### src/rtl/xmos_stream_mux.sv
// N-channel capture multiplexer: per-channel FIFOs with saturating drop counters,
// drained round-robin into one registered valid/ready stream tagged {ch, drops, data}.
module xmos_stream_mux #(
    parameter int NCH   = 2,
    parameter int DW    = 8,
    parameter int DEPTH = 16,
    parameter int OVW   = 7,
    localparam int CHW  = (NCH > 1) ? $clog2(NCH) : 1
) (
    input  logic                   clk,
    input  logic                   rst_n,
    input  logic [NCH-1:0]         in_valid,
    input  logic [NCH*DW-1:0]      in_data,
    input  logic [NCH-1:0]         ch_enable,
    output logic                   out_valid,
    input  logic                   out_ready,
    output logic [CHW+OVW+DW-1:0]  out_data,
    output logic [NCH-1:0]         ch_full,
    output logic [NCH-1:0]         ch_empty
);

    localparam int AW = $clog2(DEPTH);
    localparam int PW = AW + 1;

    logic [DW-1:0]          mem_q   [NCH][DEPTH];
    logic [PW-1:0]          wptr_q  [NCH];
    logic [PW-1:0]          wptr_d  [NCH];
    logic [PW-1:0]          rptr_q  [NCH];
    logic [PW-1:0]          rptr_d  [NCH];
    logic [PW-1:0]          cnt     [NCH];
    logic [PW-1:0]          cnt_d   [NCH];
    logic [OVW-1:0]         drop_q  [NCH];
    logic [OVW-1:0]         drop_d  [NCH];
    logic [NCH-1:0]         full_q, full_d;
    logic [NCH-1:0]         empty_q, empty_d;
    logic                   out_valid_q, out_valid_d;
    logic [CHW+OVW+DW-1:0]  out_data_q, out_data_d;
    logic [CHW-1:0]         rr_q, rr_d;

    logic [NCH-1:0]         elig, pop, wr, drop_ev;
    logic [CHW-1:0]         grant, cand;
    logic                   found, load;

    always_comb begin
        for (int unsigned c = 0; c < NCH; c++) begin
            cnt[c]  = wptr_q[c] - rptr_q[c];
            elig[c] = ch_enable[c] && (cnt[c] != '0);
        end
    end

    // First eligible channel at or after the RR pointer, wrapping modulo NCH.
    always_comb begin
        found = 1'b0;
        grant = '0;
        cand  = '0;
        for (int unsigned i = 0; i < NCH; i++) begin
            cand = CHW'((32'(rr_q) + i) % NCH);
            if (!found && elig[cand]) begin
                found = 1'b1;
                grant = cand;
            end
        end
        load = (!out_valid_q || out_ready) && found;
    end

    always_comb begin
        for (int unsigned c = 0; c < NCH; c++) begin
            pop[c]     = load && (grant == CHW'(c));
            wr[c]      = in_valid[c] && ch_enable[c] && ((cnt[c] != PW'(DEPTH)) || pop[c]);
            drop_ev[c] = in_valid[c] && ch_enable[c] && !wr[c];
            wptr_d[c]  = wptr_q[c] + PW'(wr[c]);
            rptr_d[c]  = rptr_q[c] + PW'(pop[c]);
            cnt_d[c]   = wptr_d[c] - rptr_d[c];
            full_d[c]  = (cnt_d[c] == PW'(DEPTH));
            empty_d[c] = (cnt_d[c] == '0);
            // The counter value travels with the popped word, so a pop restarts it.
            if (pop[c]) begin
                drop_d[c] = drop_ev[c] ? OVW'(1) : '0;
            end else if (drop_ev[c] && (drop_q[c] != '1)) begin
                drop_d[c] = drop_q[c] + OVW'(1);
            end else begin
                drop_d[c] = drop_q[c];
            end
        end
    end

    always_comb begin
        out_valid_d = out_valid_q && !out_ready;
        out_data_d  = out_data_q;
        rr_d        = rr_q;
        if (load) begin
            out_valid_d = 1'b1;
            out_data_d  = {grant, drop_q[grant], mem_q[grant][rptr_q[grant][AW-1:0]]};
            rr_d        = (32'(grant) == NCH - 1) ? '0 : grant + CHW'(1);
        end
    end

    always_ff @(posedge clk or negedge rst_n) begin
        if (!rst_n) begin
            for (int unsigned c = 0; c < NCH; c++) begin
                wptr_q[c] <= '0;
                rptr_q[c] <= '0;
                drop_q[c] <= '0;
            end
            full_q      <= '0;
            empty_q     <= '1;
            out_valid_q <= 1'b0;
            out_data_q  <= '0;
            rr_q        <= '0;
        end else begin
            for (int unsigned c = 0; c < NCH; c++) begin
                wptr_q[c] <= wptr_d[c];
                rptr_q[c] <= rptr_d[c];
                drop_q[c] <= drop_d[c];
            end
            full_q      <= full_d;
            empty_q     <= empty_d;
            out_valid_q <= out_valid_d;
            out_data_q  <= out_data_d;
            rr_q        <= rr_d;
        end
    end

    always_ff @(posedge clk) begin
        for (int unsigned c = 0; c < NCH; c++) begin
            if (wr[c]) begin
                mem_q[c][wptr_q[c][AW-1:0]] <= in_data[c*DW +: DW];
            end
        end
    end

    assign out_valid = out_valid_q;
    assign out_data  = out_data_q;
    assign ch_full   = full_q;
    assign ch_empty  = empty_q;

endmodule

### config.mk
export PLATFORM = sky130hd
export DESIGN_NAME = xmos_stream_mux
export DESIGN_NICKNAME = d
export VERILOG_FILES = /design/src/rtl/xmos_stream_mux.sv
export SDC_FILE = /design/constraint.sdc
export NUM_CORES = 1
export LEC_CHECK = 0
export CAP_MARGIN = 20
export CORE_MARGIN = 3
export CORE_UTILIZATION = 35
export DETAILED_ROUTE_END_ITERATION = 12
export MAX_ROUTING_LAYER = met4
export PLACE_DENSITY = 0.56
export SKIP_CTS_REPAIR_TIMING = 1
export SLEW_MARGIN = 5
export SYNTH_ARGS = -nofsm -noshare
export SYNTH_HDL_FRONTEND = slang
export SYNTH_SLANG_ARGS = --single-unit
### constraint.sdc
create_clock -name clk -period 6.4 [get_ports clk]
set_clock_uncertainty 0.2 [all_clocks]
set_input_delay 1.28 -clock clk [delete_from_list [all_inputs] [get_ports clk]]
set_output_delay 1.28 -clock clk [all_outputs]
set_load 0.005 [all_outputs]
After elaboration in Yosys (flattened, before gate mapping):

Memory sizes are Yosys's and may differ from the RTL's.
Cells that the tools add are included.

* add/sub/neg operators: 12
* multipliers: 0
* divide/modulo/power cells: 0
* order comparisons: 8
* equality and inequality tests: 6
* shifts and indexed selects: 0
* mux-type cells: 33
* bitwise operators: 5
* reduce and logical (&&, ||, !) cells: 31

Operators by type and width (count)
* $mux 128: 2
* $demux 8 s4: 2
* $mux 7: 7
* $bmux 8 s4: 1
* $mux 8: 4
* $add 5x1->5: 4
* $sub 5x5->5: 4
* $logic_and 1x1->1: 17
* $ge 5x5->1 const B: 3
* $not 4->5: 3
* $add 7x1->7 const B: 2
* $mux 1: 14
* $ne 7x7->1 const B: 2
* $mux 4: 3
* $eq 5x5->1 const B: 2
* $logic_not 5->1: 2
* $lt 5x1->1 const B: 2
* $ne 5x5->1 const B: 2
* $reduce_bool 5->1: 2
* $logic_not 1->1: 5
* $lt 1x2->1 const B: 2
* $reduce_bool 2->1: 2
* $logic_or 1x1->1: 3
* $add 1x1->1 const B: 2
* 3 further kinds: 3

* register bits: 56
* bits in latches: 0
* bits in writable memories: 256
* memory bits (read-only): 0
* input port bits: 23
* output and inout port bits: 21
* logic and storage cells: 107
* memories: 1

Memories
* mem_q: words 2, bits a word 128, rd ports 1, clocked after memory_dff 0, wr ports 2, RTL line 25 `logic [DW-1:0] mem_q [NCH][DEPTH];`

Longest topological paths before layout:

* word-level depth: 18
* mapped depth: 21
* depth with buffers taken out: 18

Least setup slack after synthesis:

No wires, ideal clock.

* kind: register to register
* from: register rptr_q[1] (netlist bit)
* to: register full_q[0], in the netlist ch_full[0]
* setup time: 125 ps
* data arrival time: 4879 ps
* setup slack: 1195 ps
* cell stages (with the launch flop): 22
* buffers on the path: 4
* period minus slack after synthesis: 5205 ps
* cells stage by stage: dfrtp_1 clkbuf_1 buf_1 clkbuf_1 inv_1 ha_1 and3b_1 or4_1 a211o_1 a311oi_4 and2_1 buf_2 ha_1 ha_1 inv_1 ha_1 a21o_1 nand2_1 nand2b_1 a21oi_1 xor3_1 nor2b_1

RTL lines
* start, declared: RTL line 28 `logic [PW-1:0] rptr_q [NCH];`
* start signal, assigned by index: RTL line 113 `rptr_q[c] <= rptr_d[c];`
* end signal, assigned: RTL line 116 `full_q <= full_d;`
* end, declared: RTL line 34 `logic [NCH-1:0] full_q, full_d;`

==> impl_metrics.json <==
{
  "seqPwrFrac": 0.381,
  "syn_area_um2": 13200,
  "synth-edff-count": 256,
  "end_kind": "register",
  "yosysWarnings": 0,
  "switching_share": 0.329,
  "setup_viol_count_final": 0,
  "cts_max_path_buffers": 3,
  "wl_per_cell_um": 20.6,
  "vias_per_cell": 5.08,
  "ys.flop_type": "edfxtp_1",
  "power.density_nw_per_um2": 442,
  "worstHoldPathCells": 2,
  "area_growth_syn_to_layout_pct": 16.3,
  "worst-r2r-cell-count": 17,
  "p_leak_nw": 5.28,
  "dpl.hpwl_um": 19500,
  "diodes": 0,
  "yosys.cell_types.count": 56,
  "rr_endpoint": "ch_full[0]$_DFF_PN0_",
  "firstDrtPassIters": 5,
  "io_buffers": 43,
  "postRouteAntennaNets": 0,
  "syn_area_per_cell_um2": 15.7,
  "slew_viol_final": 0,
  "root_buffer": "clkbuf_16",
  "drc": 0,
  "core_area_um2": 37000,
  "rsz0062_at_grt": "no",
  "nets": 946,
  "die-height_um": 200,
  "path_clk_slew_ns": 0.06,
  "drt_iter0_drc": 415,
  "dr_wl_met2_um": 14900,
  "finalHoldViolCount": 0,
  "drive_above_1_share": 0.150,
  "initial_core_util": 0.358,
  "io_pins": 44,
  "internal_power_mw": 4.57,
  "grt_pass1_wl_um": 44700,
  "holdWs_ns": 0.280,
  "cp_max_fo": 10,
  "die-area_um2": 40200,
  "clock_sink_count": 312,
  "grt_antenna_before_repair": 0,
  "reg2reg_from": "rptr_q[2]$_DFF_PN0_",
  "timing.hold.worst.class": "register to register",
  "crit_required_ns": 6.58,
  "highest_layer": "met4",
  "htreeDepth": 2,
  "drt-met1-wl_um": 12500,
  "numCtsBuffers": 35,
  "setup_tns_ns": 0,
  "r2r_setup_slack_ns": 1.10,
  "clkPwrFrac": 0.290,
  "combPwrFrac": 0.329,
  "power_switching_mw": 2.24,
  "setup_ws_ns": 1.10,
  "wl_met3_um": 1370,
  "drt-total-wl_um": 29300,
  "syn_inst": 842,
  "outcome": "completed",
  "tightest_slew_ns": 0.965,
  "grt_max_degree": 58,
  "peakVddDrop_mv": 0.192,
  "clock_latency_ns": 0.50,
  "synth.ff_latch_count": 312,
  "dr_total_vias": 7241,
  "dp_slack_ns": 1.17,
  "synth_fp_nets": 891,
  "rows": 70,
  "min_to": "out_data[8]$_DFFE_PN0P_",
  "final_cell_mix": "256 x edfxtp_1, 75 x nand2_1, 54 x nor2_1, 50 x dfrtp_1, 49 x mux4_2",
  "total_power_mw": 6.81,
  "crit_path_start_kind": "register",
  "synthArstFlopShare": 0.179,
  "fin_crit_sh": 0.829,
  "gp_congestion": 0.825,
  "overflow": 0,
  "n_fill_cell": 3366,
  "critPathKind": "register to register",
  "timing.fmax_mhz": 189,
  "crit_arrival_ns": 5.48,
  "grt.total_usage": 0.149,
  "min-delay-start": "out_data[8]$_DFFE_PN0P_",
  "final_common_cell": "edfxtp_1",
  "first_global_vias": 7373,
  "die_width_um": 200,
  "maxSlewHeadroom": 0.355,
  "cts_tree": "yes",
  "startpoint": "rptr_q[2]$_DFF_PN0_",
  "synth-seq-area-share": 0.687,
  "min_period_ns": 5.30,
  "timing.max_cap.violations": 0
}
-- cells by family (layout without fill, tap and decap cells) --
logic type | count (synthesis) | after routing | share of synthesized area
mux | 64 | 64 | 0.0971
simple gates | 245 | 245 | 0.0912
flops | 312 | 312 | 0.687
fa+ha+maj | 26 | 26 | 0.0246
xor+xnor | 30 | 30 | 0.0242
buf+inv | 62 | 142 | 0.0196
compound gates | 103 | 103 | 0.0564
-- area by class of cell --
| cell class | count | area (um2) | share of cell area |
|---|---|---|---|
| sequential | 312 | 9100 | 0.591 |
| timing repair buffer | 56 | 523 | 0.0340 |
| inverter | 24 | 90.1 | 0.00585 |
| multi-input combinational | 468 | 3910 | 0.254 |
| clock inverter | 21 | 198 | 0.0128 |
| tap | 504 | 631 | 0.0410 |
| clock buffer | 41 | 941 | 0.0611 |
-- worst max path at each step --
stage	endpoint	slack, ns	cells past startpoint
6_report	ch_full[0]$_DFF_PN0_	1.10	17
5_1_grt	ch_full[0]$_DFF_PN0_	0.78	17
2_1_floorplan	ch_full[0]$_DFF_PN0_	1.20	21
4_1_cts	ch_full[0]$_DFF_PN0_	1.10	17
3_5_place_dp	ch_full[0]$_DFF_PN0_	1.17	17
3_3_place_gp	ch_full[0]$_DFF_PN0_	1.29	17
-- state kept, by name, summed over array words and instances, names as in the netlist --
register,cells
mem_q,256
out_data,16
drop_q,14
rptr_q,10
wptr_q,10
ch_empty,2
ch_full,2
out_valid,1
rr_q,1
-- Yosys cell counts, drive strengths merged, types with 2 or more instances --
master     n  share of area
edfxtp   256           0.58
nand2     75          0.021
nor2      55          0.016
dfrtp     54           0.10
mux4      49          0.083
nand3     43          0.018
nor2b     30          0.014
a211oi    27          0.015
ha        26          0.025
clkbuf    25         0.0071
inv       23         0.0065
o21ai     23         0.0087
a21oi     14         0.0056
xnor2     14         0.0093
buf       13         0.0057
mux2i     13          0.012
xor2      12         0.0079
nand4     11         0.0052
a22oi      8         0.0045
nand2b     8         0.0038
nor3       8         0.0045
a21o       6         0.0034
o211ai     5         0.0028
a211o      4         0.0026
a31oi      4         0.0019
and3       4         0.0019
a221oi     3         0.0043
nand3b     3         0.0017
o2111ai    3         0.0020
dfstp      2         0.0040
mux2       2         0.0020
nor3b      2         0.0011
nor4b      2         0.0013
xnor3      2         0.0034
xor3       2         0.0036
-- per-layer routing --
| layer | up-vias | global-route usage |
|---|---|---|
| met1 | 3688 | 0.189 |
| met4 | 0 | 0.0371 |
| li1 | 3351 | - |
| met5 | - | - |
| met3 | 41 | 0.0268 |
| met2 | 161 | 0.251 |
-- worst max-delay path, cell delays in order, from the launching register on --
cell,delay (ns)
dfrtp_1,0.52
inv_1,0.22
ha_1,0.39
and3b_1,0.21
or4_1,0.49
a211o_1,0.40
a311oi_4,0.61
and2_1,0.44
ha_1,0.25
ha_1,0.24
inv_1,0.06
ha_1,0.24
a21o_1,0.19
nand2_1,0.09
nand2b_1,0.06
a21oi_1,0.18
xor3_1,0.25
nor2b_1,0.14
-- power by group through the flow --
stage	registers (mW)	logic [mW]	clock network [mW]
CTS	2.60	2.27	2.01
finish	2.60	2.24	1.97
global placement	2.63	2.26	0
detailed placement	2.64	2.27	0
floorplan	2.53	1.66	0
global route	2.62	2.47	2.10
-- per-stage QoR --
stage / instances / cell area [um2] / utilization
after floorplan: 842 / 13200 / -
after global placement: 1364 / 14300 / 0.386
after detailed placement: 1364 / 14300 / 0.386
after CTS: 1426 / 15400 / 0.416
after global routing: 1426 / 15400 / 0.416
final: 1426 / 15400 / 0.416
(Power assumes the default switching activity.)
